**config.mk**
```make
export PLATFORM = sky130hd
export DESIGN_NAME = anomaly_reinsert
export DESIGN_NICKNAME = d
export VERILOG_FILES = /design/src/rtl/anomaly_reinsert.sv
export SDC_FILE = /design/constraint.sdc
export NUM_CORES = 1
export LEC_CHECK = 0
export ABC_AREA = 1
export CORE_MARGIN = 10
export CORE_UTILIZATION = 48
export DETAILED_ROUTE_END_ITERATION = 16
export DONT_BUFFER_PORTS = 1
export GPL_TIMING_DRIVEN = 0
export PLACE_DENSITY_LB_ADDON = 0.12
export SYNTH_ARGS = -nofsm -noshare
export SYNTH_HDL_FRONTEND = slang
export SYNTH_SLANG_ARGS = --single-unit
```
**constraint.sdc**
```tcl
create_clock -name clk -period 4.16 [get_ports clk]
set_input_delay 0.832 -clock clk [delete_from_list [all_inputs] [get_ports clk]]
set_output_delay 0.832 -clock clk [all_outputs]
set_load 0.05 [all_outputs]
```
**src/rtl/anomaly_reinsert.sv**
```systemverilog
// anomaly_reinsert: rebuilds anomaly pixels from original + difference-coded stream.
// Two-entry output buffer, raster position tracking and per-frame anomaly count.
module anomaly_reinsert #(
    parameter int IMG_W = 10,
    parameter int IMG_H = 10,
    parameter int PIX_W = 8,
    parameter int CNT_W = $clog2(IMG_W*IMG_H+1)
) (
    input  logic             clk,
    input  logic             rst,
    input  logic             s_valid,
    output logic             s_ready,
    input  logic [PIX_W-1:0] original_pixel,
    input  logic [PIX_W-1:0] modified_pixel,
    output logic             m_valid,
    input  logic             m_ready,
    output logic [PIX_W-1:0] m_pixel,
    output logic             m_anomaly,
    output logic             m_last,
    output logic             frame_done,
    output logic [CNT_W-1:0] frame_anomalies
);

    localparam int CW = (IMG_W > 1) ? $clog2(IMG_W) : 1;
    localparam int RW = (IMG_H > 1) ? $clog2(IMG_H) : 1;

    typedef struct packed {
        logic [PIX_W-1:0] pix;
        logic             anom;
        logic             last;
    } ent_t;

    ent_t             e0, e1, new_e;
    logic [1:0]       occ;
    logic [CW-1:0]    col;
    logic [RW-1:0]    row;
    logic [CNT_W-1:0] run, run_nxt, fa;
    logic             done_q;
    logic             push, pop;
    logic             col_end, row_end, is_last, is_anom;

    // Ready depends only on registered occupancy, never on m_ready
    assign s_ready = !rst && (occ != 2'd2);
    assign m_valid = (occ != 2'd0);
    assign push    = s_valid && s_ready;
    assign pop     = m_valid && m_ready;

    assign col_end = (col == CW'(IMG_W-1));
    assign row_end = (row == RW'(IMG_H-1));
    assign is_last = col_end && row_end;
    assign is_anom = |modified_pixel;
    assign run_nxt = run + CNT_W'(is_anom);

    always_comb begin
        new_e      = '0;
        new_e.pix  = is_anom ? modified_pixel : original_pixel;
        new_e.anom = is_anom;
        new_e.last = is_last;
    end

    always_ff @(posedge clk) begin
        if (rst) begin
            e0     <= '0;
            e1     <= '0;
            occ    <= 2'd0;
            col    <= '0;
            row    <= '0;
            run    <= '0;
            fa     <= '0;
            done_q <= 1'b0;
        end else begin
            done_q <= push && is_last;
            if (push) begin
                if (col_end) begin
                    col <= '0;
                    row <= row_end ? '0 : row + RW'(1);
                end else begin
                    col <= col + CW'(1);
                end
                if (is_last) begin
                    fa  <= run_nxt;
                    run <= '0;
                end else begin
                    run <= run_nxt;
                end
            end
            // Head entry always lives in e0; e1 only holds the second slot
            case ({push, pop})
                2'b10: begin
                    if (occ == 2'd0) e0 <= new_e;
                    else             e1 <= new_e;
                    occ <= occ + 2'd1;
                end
                2'b01: begin
                    e0  <= e1;
                    occ <= occ - 2'd1;
                end
                2'b11: e0 <= new_e;
                default: ;
            endcase
        end
    end

    assign m_pixel         = e0.pix;
    assign m_anomaly       = e0.anom;
    assign m_last          = e0.last;
    assign frame_done      = done_q;
    assign frame_anomalies = fa;

endmodule
```
==> key figures, run 1 <==
Die
  – Die Span Y: 87.66 um
  – Core Box Area: 0.004384 sq mm
  – Initial core utilization: 50.11%
  – Num rows: 24
  – Die W: 87.66 um
  – Die area: 0.007683 sq mm
  – # IOs: 40

Timing
  – Unrepaired setup endpoints after global routing: no
  – Setup WS post-layout: 1.541 ns
  – Slew Viols, Final: 0
  – Hold Violations, Final: 0
  – Clock Skews: 0.002614 ns
  – Setup violators final: 0
  – Highest clock rate: 381.8 MHz
  – Setup total negative slack: 0 ns
  – Worst slew margin relative to its limit: 64.84%
  – Minimum clock period: 2.619 ns
  – Post-route clock period utilization: 62.96%
  – Measured slew at the worst slew-check pin: 0.5267 ns

Setup path
  – Required @ worst endpoint: 3.33 ns
  – CP cell instances: inv_2 > clkbuf_1 > nand2_1 > inv_1
  – Critical path arrival: 1.79 ns
  – Crit end category: primary output
  – CP max stage delay: 0.39 ns
  – Crit path kind: input pin to primary output
  – Worst path slowest cell: clkbuf_1
  – Crit-path max FO: 10
  – Crit start category: input pin

Clock network
  – Clock root buffer: clkbuf_8
  – Clock-pin slew on the worst setup and hold paths: 0.08 ns
  – Clk_lat worst skew: 0.29 ns
  – Post-CTS Hold Fix Bufs: 0
  – Setup Buffers After CTS: 0
  – CTS resizes: 0
  – Clk buf depth: 2
  – CTS buffer count: 5
  – Sink Count: 45
  – CTS tree: built
  – H-tree levels: 2

Synth
  – Sequential-to-total area share from yosys stat: 41.00%
  – Leading area contributor after synthesis: dfxtp_1
  – Synth area leaders: dfxtp_1 41%, nand2_1 13%, nor2_1 9.7%
  – Mux cell area share after synthesis: 0%
  – Compound-Gate Fraction of Synth Area: 13.21%
  – #FFs+latches synth: 45
  – Synth Area in Adders: 2.278%
  – Post-synthesis cell count: 333
  – Synthesized area per cell: 6.598 sq um
  – Mapped Area: 0.002197 sq mm
  – Synth Area in Simple Gates: 31.15%
  – Synth cell types: 25
  – Synth warnings: 0
  – Synth top area share: 41.00%
  – Largest family of logic cells by synthesized area: simple AND/OR/NAND/NOR gates
  – Syn_nets: 357
  – Post-Synth XOR/XNOR Area: 1.196%

Power
  – Leakage: 0.001181 uW
  – Peak supply drop: 0.0002568 V
  – PwrDens: 443.5 mW/mm^2

Detailed routing
  – Number of DRC markers in iteration 0: 62
  – Vias after detailed routing: 1967
  – WL/cell: 12.40 um
  – Routed vias/inst: 5.005
  – Post-Route WL: 4872 um
  – Drt drc: 0
  – Post-route ant nets: 0
  – DRT Pass-1 Iters: 4

Cells and area
  – Most common cell after layout, fill and taps aside: nand2_1
  – Final core occ: 54.25%
  – Layout net count: 364
  – Area Growth Syn to Fin: 8.257%
  – Most frequent cells in the layout: 77 x nand2_1, 57 x nor2_1, 48 x inv_1
  – Share of layout cells above drive strength 1: 7.625%
  – Antenna Diode Count: 0

Global routing
  – Largest net degree at the start of global routing: 14
  – First-pass GRT wire length: 8493 um
  – Vias in the first global route: 1985
  – Initial antenna violation count: 0
  – GRT overflow: 0
  – Tot GR Track Use: 13.41%

Flow run
  – Max_cap viols: 0

Place
  – Port Buffer Count: 0
  – RD Place Congestion: 0.8076
  – Final HPWL DP: 3647 um
  – Pre-CTS setup slack: 1.537 ns

Worst hold path
  – Hold/Removal Path Class: register to register

Run status
  – Status: finished, final reports clean
## worst max-delay path: cells and delay by family
kind,cells,cell delay (ns)
simple gates,1,0.10
buf+inv,3,0.86
## where the power goes
part           internal [uW]  total [uW]  switching (uW)
Combinational           48.8         162             113
Clock                    196         339             143
Sequential               465         554            89.6
Total                    709        1050             345
## synth_stat cells
cell type   n
a21oi_1    25
buf_1       2
buf_2       1
buf_4       1
buf_6       1
clkbuf_1    3
clkinv_1    1
dfxtp_1    45
ha_1        4
inv_1      48
inv_2       5
nand2_1    77
nand2_2     5
nand3_1     7
nand3_4     1
nand4_1     4
nor2_1     57
nor2_2      2
nor2_4      3
nor3_1      4
nor4_1      1
o21ai_0    31
o21ai_1     2
xnor2_1     2
xor2_1      1
## worst paths after layout
kind,start,end,slack (ns),cells past startpoint
worst max-delay path,rst,s_ready,1.54,4
worst min-delay path,run[0]$_SDFFE_PP0P_,run[0]$_SDFFE_PP0P_,0.48,2
worst max register to register,occ[0]$_SDFFE_PP0P_,m_last$_SDFFE_PP0P_,2.15,10
worst min register to register,run[0]$_SDFFE_PP0P_,run[0]$_SDFFE_PP0P_,0.48,2
## registers in the layout (all words and copies together) (netlist names)
signal / count
e1: 10
run: 7
frame_anomalies: 7
occ: 2
m_last: 1
m_anomaly: 1
row: 4
frame_done: 1
m_pixel: 8
col: 4
## layout make-up
type	instances	area, sq um
clock inverters	1	30.03
inverters	54	202.7
plain buffers	8	42.54
fillers	473	2006
flip-flops and latches	45	900.9
clock buffers	7	86.33
multi-input cells	226	1051
well taps	52	65.06
## cells by family after synthesis
| family | Yosys count |
|---|---|
| flip-flops | 45 |
| XOR/XNOR | 3 |
| AO/OA/AOI/OAI | 58 |
| AND/OR/NAND/NOR | 161 |
| adder cells (fa/ha/maj) | 4 |
| buffers and inverters | 62 |
## metrics by stage
| stage | cell area [sq um] | instances | total power (uW) | hold slack, ns |
|---|---|---|---|---|
| after global routing | 2379 | 393 | 1110 | 0.5087 |
| after detailed placement | 2262 | 385 | 728.7 | 0.4690 |
| after global placement | 2262 | 385 | 727.0 | 0.4584 |
| after CTS | 2379 | 393 | 1068 | 0.4817 |
| final | 2379 | 393 | 1055 | 0.4834 |
| after floorplan | 2197 | 333 | 689.8 | 0.4489 |
## metal layers
metal / wire length (um) / vias up / track usage, %
met5: 0 / - / 0
met4: 131 / 0 / 6.087
met3: 272 / 14 / 3.714
met2: 2229 / 36 / 23.35
met1: 2239 / 868 / 14.77
li1: - / 1049 / -
No activity file was read; power rests on OpenSTA's default activity.
==> run 2, diff against run 1 <==
- clock period: 4.16 -> 2.15 ns (I/O delays scaled with it)
==> run 2 against run 1 <==
First-iteration DRC count down 1.6%; power up 93%; final cell count unchanged; clock skew about the same; count of clock-buffer cells in the layout unchanged; sequential share of layout area about the same.
==> key figures, run 2 (synthesis gave the netlist of run 1 again) <==
Setup path
  – Crit end category: register (was primary output)
  – Crit path kind: register to register (was input pin to primary output)
  – Crit start category: register (was input pin)
  – Crit-path max FO: 10 (unchanged)
  – Required @ worst endpoint: 2.35 ns (was 3.33 ns)
  – Critical path arrival: 2.11 ns (was 1.79 ns)

Worst hold path
  – Hold/Removal Path Class: input pin to register (was register to register)

Clock network
  – Clock-pin slew on the worst setup and hold paths: 0.08 ns (about the same)
  – Sink Count: 45 (unchanged)
  – Clk_lat worst skew: 0.29 ns (about the same)
  – Post-CTS Hold Fix Bufs: 0 (unchanged)
  – CTS buffer count: 5 (unchanged)
  – H-tree levels: 2 (unchanged)
  – Clk buf depth: 2 (unchanged)
  – CTS tree: built (unchanged)
  – Clock root buffer: clkbuf_8 (unchanged)

Place
  – RD Place Congestion: 0.8076 (unchanged)
  – Port Buffer Count: 0 (unchanged)
  – Pre-CTS setup slack: 0.04725 ns (was 1.537 ns)
  – Final HPWL DP: 3647 um (unchanged)
  – Placed inst area: 0.002262 sq mm (unchanged)

Power
  – PwrDens: 857.7 mW/mm^2 (was 443.5 mW/mm^2)
  – Peak supply drop: 0.0004957 V (was 0.0002568 V)
  – Leakage: 0.001185 uW (was 0.001181 uW)
  – Total chip power: 2041 uW (was 1055 uW)

Run status
  – Status: finished, final reports clean (unchanged)

Cells and area
  – Layout net count: 364 (unchanged)
  – Fillers: 474 (was 473)
  – Antenna Diode Count: 0 (unchanged)
  – Area Growth Syn to Fin: 8.314% (was 8.257%)
  – Post-route cell area: 0.002380 sq mm (was 0.002379 sq mm)
  – Share of layout cells above drive strength 1: 7.918% (was 7.625%)
  – Area of the multi-input gates: 0.001051 sq mm (unchanged)
  – Reg area: 900.9 sq um (unchanged)
  – Most common cell after layout, fill and taps aside: nand2_1 (unchanged)
  – Max FFs per register: 10 (unchanged)
  – Biggest register: e1 (unchanged)
  – Most frequent cells in the layout: 77 x nand2_1, 57 x nor2_1, 48 x inv_1 (unchanged)

Timing
  – Slew Viols, Final: 0 (unchanged)
  – Measured slew at the worst slew-check pin: 0.5248 ns (was 0.5267 ns)
  – Hold Violations, Final: 0 (unchanged)
  – Highest clock rate: 523.8 MHz
  – Minimum clock period: 1.909 ns
  – Setup total negative slack: 0 ns (unchanged)
  – Post-route clock period utilization: 88.80%
  – Unrepaired setup endpoints after global routing: no (unchanged)
  – Setup violators final: 0 (unchanged)
  – Worst slew margin relative to its limit: 64.97% (was 64.84%)
  – Clock Skews: 0.002471 ns (was 0.002614 ns)
  – Setup WS post-layout: 0.2407 ns (was 1.541 ns)

Detailed routing
  – Vias after detailed routing: 1960 (was 1967)
  – Post-Route WL: 4856 um (was 4872 um)
  – DRT Pass-1 Iters: 4 (unchanged)
  – Post-route ant nets: 0 (unchanged)
  – WL/cell: 12.36 um (was 12.40 um)
  – Drt drc: 0 (unchanged)
  – Routed vias/inst: 4.987 (was 5.005)
  – Number of DRC markers in iteration 0: 61 (was 62)

Die
  – # IOs: 40 (unchanged)
  – Initial core utilization: 50.11% (unchanged)
  – Die Span Y: 87.66 um (unchanged)
  – Num rows: 24 (unchanged)
  – Die W: 87.66 um (unchanged)
  – Core Box Area: 0.004384 sq mm (unchanged)
  – Die area: 0.007683 sq mm (unchanged)

Global routing
  – Vias in the first global route: 1985 (unchanged)
  – Tot GR Track Use: 13.41% (unchanged)
  – Largest net degree at the start of global routing: 14 (unchanged)
  – First-pass GRT wire length: 8493 um (unchanged)
  – Initial antenna violation count: 0 (unchanged)
  – GRT overflow: 0 (unchanged)

Flow run
  – Max_cap viols: 0 (unchanged)
[run 2: cell counts in the layout (fill, tap and decap cells not counted)]
Identical to the previous run, type by type.
[run 2: path summary, 6_finish.rpt]
path,startpoint,endpoint,slack [ns],cells after the start
min reg2reg,run[0]$_SDFFE_PP0P_,run[0]$_SDFFE_PP0P_,0.48,2
max reg2reg,occ[0]$_SDFFE_PP0P_,m_anomaly$_SDFFE_PP0P_,0.24,10
min,modified_pixel[1],e1[3]$_SDFFE_PP0P_,0.36,4
max,occ[0]$_SDFFE_PP0P_,m_anomaly$_SDFFE_PP0P_,0.24,10
[run 2: critical path: stages (launching register included)]
cell      delay [ns]
dfxtp_1         0.37
inv_2           0.08
nand2_2         0.06
nand3_4         0.13
buf_2           0.26
ha_1            0.28
clkinv_1        0.29
nand2_1         0.15
nand3_1         0.08
nand2_1         0.07
inv_1           0.03
[run 2: metal layers]
| metal | up-vias | wire length (um) | global-route usage (%) | share of wire, % |
|---|---|---|---|---|
| li1 | 1048 | - | - | - |
| met1 | 866 | 2223 | 14.77 | 46 |
| met2 | 34 | 2239 | 23.35 | 46 |
| met3 | 12 | 271 | 3.714 | 5.6 |
| met4 | 0 | 121 | 6.087 | 2.5 |
| met5 | - | 0 | 0 | 0 |
[run 2: what timing repair did]
| item | CTS | global route |
|---|---|---|
| setup buffers | 0 | 0 |
| endpoints found under the setup margin | 0 | 8 |
| resized for setup | 0 | 2 |
[run 2: where the power goes]
group / internal, uW / switching, uW
sequential: 899 / 173
clock: 379 / 276
combinational: 95.0 / 219
total: 1370 / 668
[run 2: through the flow]
step | hold slack, ns | cells | util, %
6_report | 0.3618 | 393 | 54.28
5_1_grt | 0.3761 | 393 | 54.28
3_3_place_gp | 0.4584 | 385 | 51.60
2_1_floorplan | 0.4489 | 333 | -
3_5_place_dp | 0.4690 | 385 | 51.60
4_1_cts | 0.3556 | 393 | 54.25
[run 2: area by class of cell]
class	instances	share of cell area [%]
Clock buffer	7	3.628
Tap cell	52	2.734
Inverter	54	8.517
Multi-Input combinational cell	226	44.16
Buffer	8	1.840
Clock inverter	1	1.262
Sequential cell	45	37.85
==> run 3, diff against run 2 <==
- CORE_UTILIZATION: 48 -> 50
- SLEW_MARGIN: not set -> 25
==> run 3 against run 2 <==
Count of clock-buffer cells in the layout down 1; routed wire length down 2.2%; core utilization up 0.35 points; final cell count unchanged; sequential power about the same; power down 7.3%.
==> key figures, run 3 (synthesis gave the netlist of run 1 again) <==
Place
  – Final HPWL DP: 3585 um (was 3647 um)
  – Pre-CTS setup slack: 0.08565 ns (was 0.04725 ns)
  – RD Place Congestion: 0.8230 (was 0.8076)
  – Port Buffer Count: 0 (unchanged)
  – Placed inst area: 0.002262 sq mm (unchanged)

Detailed routing
  – Routed vias/inst: 4.982 (was 4.987)
  – DRT Pass-1 Iters: 4 (unchanged)
  – Met1 wire length: 2146 um (was 2223 um)
  – WL/cell: 12.08 um (was 12.36 um)
  – Vias after detailed routing: 1958 (was 1960)
  – Met3 WL: 308 um (was 271 um)
  – Met2 routed WL: 2241 um (was 2239 um)
  – Post-route ant nets: 0 (unchanged)
  – Post-Route WL: 4747 um (was 4856 um)
  – Number of DRC markers in iteration 0: 66 (was 61)
  – Highest routed layer: met4 (unchanged)
  – Drt drc: 0 (unchanged)

Timing
  – Clock Skews: 0.004751 ns (was 0.002471 ns)
  – Unrepaired setup endpoints after global routing: no (unchanged)
  – Slew Viols, Final: 0 (unchanged)
  – Hold Violations, Final: 0 (unchanged)
  – Worst slew margin relative to its limit: 65.28% (was 64.97%)
  – Highest clock rate: 535.5 MHz (was 523.8 MHz)
  – Setup WS post-layout: 0.2825 ns (was 0.2407 ns)
  – Post-route clock period utilization: 86.86% (was 88.80%)
  – Setup total negative slack: 0 ns (unchanged)
  – Measured slew at the worst slew-check pin: 0.5201 ns (was 0.5248 ns)
  – Setup violators final: 0 (unchanged)
  – Minimum clock period: 1.868 ns (was 1.909 ns)

Power
  – Peak supply drop: 0.0004897 V (was 0.0004957 V)
  – PwrDens: 806.8 mW/mm^2 (was 857.7 mW/mm^2)
  – Total chip power: 1893 uW (was 2041 uW)
  – Leakage: 0.001171 uW (was 0.001185 uW)

Die
  – Initial core utilization: 51.17% (was 50.11%)
  – Die W: 86.29 um (was 87.66 um)
  – # IOs: 40 (unchanged)
  – Die Span Y: 86.29 um (was 87.66 um)
  – Core Box Area: 0.004294 sq mm (was 0.004384 sq mm)
  – Num rows: 24 (unchanged)
  – Die area: 0.007446 sq mm (was 0.007683 sq mm)

Clock network
  – Post-CTS Hold Fix Bufs: 0 (unchanged)
  – H-tree levels: 2 (unchanged)
  – CTS tree: built (unchanged)
  – Setup Buffers After CTS: 0 (unchanged)
  – Clk buf depth: 2 (unchanged)
  – CTS buffer count: 5 (unchanged)
  – Clock-pin slew on the worst setup and hold paths: 0.08 ns (about the same)
  – Clock root buffer: clkbuf_8 (unchanged)
  – Sink Count: 45 (unchanged)
  – Clk_lat worst skew: 0.29 ns (about the same)

Setup path
  – Reg2Reg Setup Slack: 0.28 ns (was 0.24 ns)
  – Worst R2R End: m_anomaly$_SDFFE_PP0P_ (unchanged)
  – Critical path arrival: 2.06 ns (was 2.11 ns)
  – Required @ worst endpoint: 2.35 ns (about the same)
  – Crit-path max FO: 9 (was 10)
  – Crit path kind: register to register (unchanged)
  – RR Startpoint: occ[0]$_SDFFE_PP0P_ (unchanged)
  – Crit start category: register (unchanged)
  – R2R depth: 10 (unchanged)
  – Crit end category: register (unchanged)

Cells and area
  – Area Growth Syn to Fin: 6.777% (was 8.314%)
  – Post-route cell area: 0.002346 sq mm (was 0.002380 sq mm)
  – Layout net count: 364 (unchanged)
  – Fillers: 463 (was 474)
  – Share of layout cells above drive strength 1: 7.918% (unchanged)
  – Biggest register: e1 (unchanged)
  – Antenna Diode Count: 0 (unchanged)
  – Most common cell after layout, fill and taps aside: nand2_1 (unchanged)
  – Most frequent cells in the layout: 77 x nand2_1, 57 x nor2_1, 48 x inv_1 (unchanged)
  – Max FFs per register: 10 (unchanged)

Global routing
  – Initial antenna violation count: 0 (unchanged)
  – First-pass GRT wire length: 8190 um (was 8493 um)
  – Vias in the first global route: 1851 (was 1985)
  – GRT overflow: 0 (unchanged)
  – Tot GR Track Use: 13.28% (was 13.41%)
  – Largest net degree at the start of global routing: 14 (unchanged)

Worst hold path
  – Hold/Removal Path Class: input pin to register (unchanged)
  – Hold Path Depth: 4 (unchanged)
  – Min-Delay Startpoint: modified_pixel[6] (was modified_pixel[1])
  – Hold path endpoint: e1[8]$_SDFFE_PP0P_ (was e1[3]$_SDFFE_PP0P_)

Flow run
  – Max_cap viols: 0 (unchanged)

Run status
  – Status: finished, final reports clean (unchanged)
[run 3: layout make-up]
| cell class | count | area [sq um] | area share [%] |
|---|---|---|---|
| flip-flops and latches | 45 | 900.9 | 38.40 |
| inverters | 54 | 202.7 | 8.640 |
| clock buffers | 6 | 72.57 | 3.093 |
| clock inverters | 2 | 10.01 | 0.4267 |
| multi-input cells | 226 | 1051 | 44.80 |
| well taps | 52 | 65.06 | 2.773 |
| plain buffers | 8 | 43.79 | 1.867 |
[run 3: routing by layer]
layer,vias up,global-route usage [%]
met1,874,14.22
met5,-,0
met4,0,4.271
met3,5,4.972
met2,38,23.53
li1,1041,-
[run 3: worst max path at each step]
stage | endpoint | from | cells after the start | slack [ns]
after floorplan | frame_anomalies[6]$_SDFFE_PP0P_ | modified_pixel[7] | 12 | 0.32
after global placement | frame_anomalies[6]$_SDFFE_PP0P_ | modified_pixel[7] | 12 | 0.10
after detailed placement | run[4]$_SDFFE_PP0P_ | modified_pixel[7] | 10 | 0.09
after CTS | m_pixel[1]$_SDFFE_PP0P_ | occ[0]$_SDFFE_PP0P_ | 10 | 0.16
after global routing | m_pixel[5]$_SDFFE_PP0P_ | occ[0]$_SDFFE_PP0P_ | 10 | 0.1
final | m_anomaly$_SDFFE_PP0P_ | occ[0]$_SDFFE_PP0P_ | 10 | 0.28
[run 3: what timing repair did]
item	4_1_cts	5_1_grt
gates resized for setup	0	2
endpoints found under the hold margin	0	0
endpoints found under the setup margin	0	8
[run 3: where the power goes]
| part | switching, uW | internal [uW] | total, uW |
|---|---|---|---|
| logic | 218 | 95.1 | 313 |
| clock network | 282 | 226 | 508 |
| registers | 172 | 899 | 1070 |
| total | 672 | 1220 | 1890 |
[run 3: worst max-delay path, cell delays in order (launching register included)]
cell and delay, ns:
dfxtp_1 0.43, nor2_1 0.09, inv_2 0.24, nand2_2 0.11, inv_1 0.07, ha_1 0.23, clkinv_1 0.28, nand2_1 0.14
nand3_1 0.08, nand2_1 0.07, inv_1 0.03
[run 3: stage by stage]
stage	instances	hold slack (ns)	util, %
after floorplan	333	0.4489	-
after global placement	385	0.4611	52.68
after detailed placement	385	0.4704	52.68
after CTS	393	0.3493	54.60
after global routing	393	0.3712	54.63
final	393	0.3552	54.63
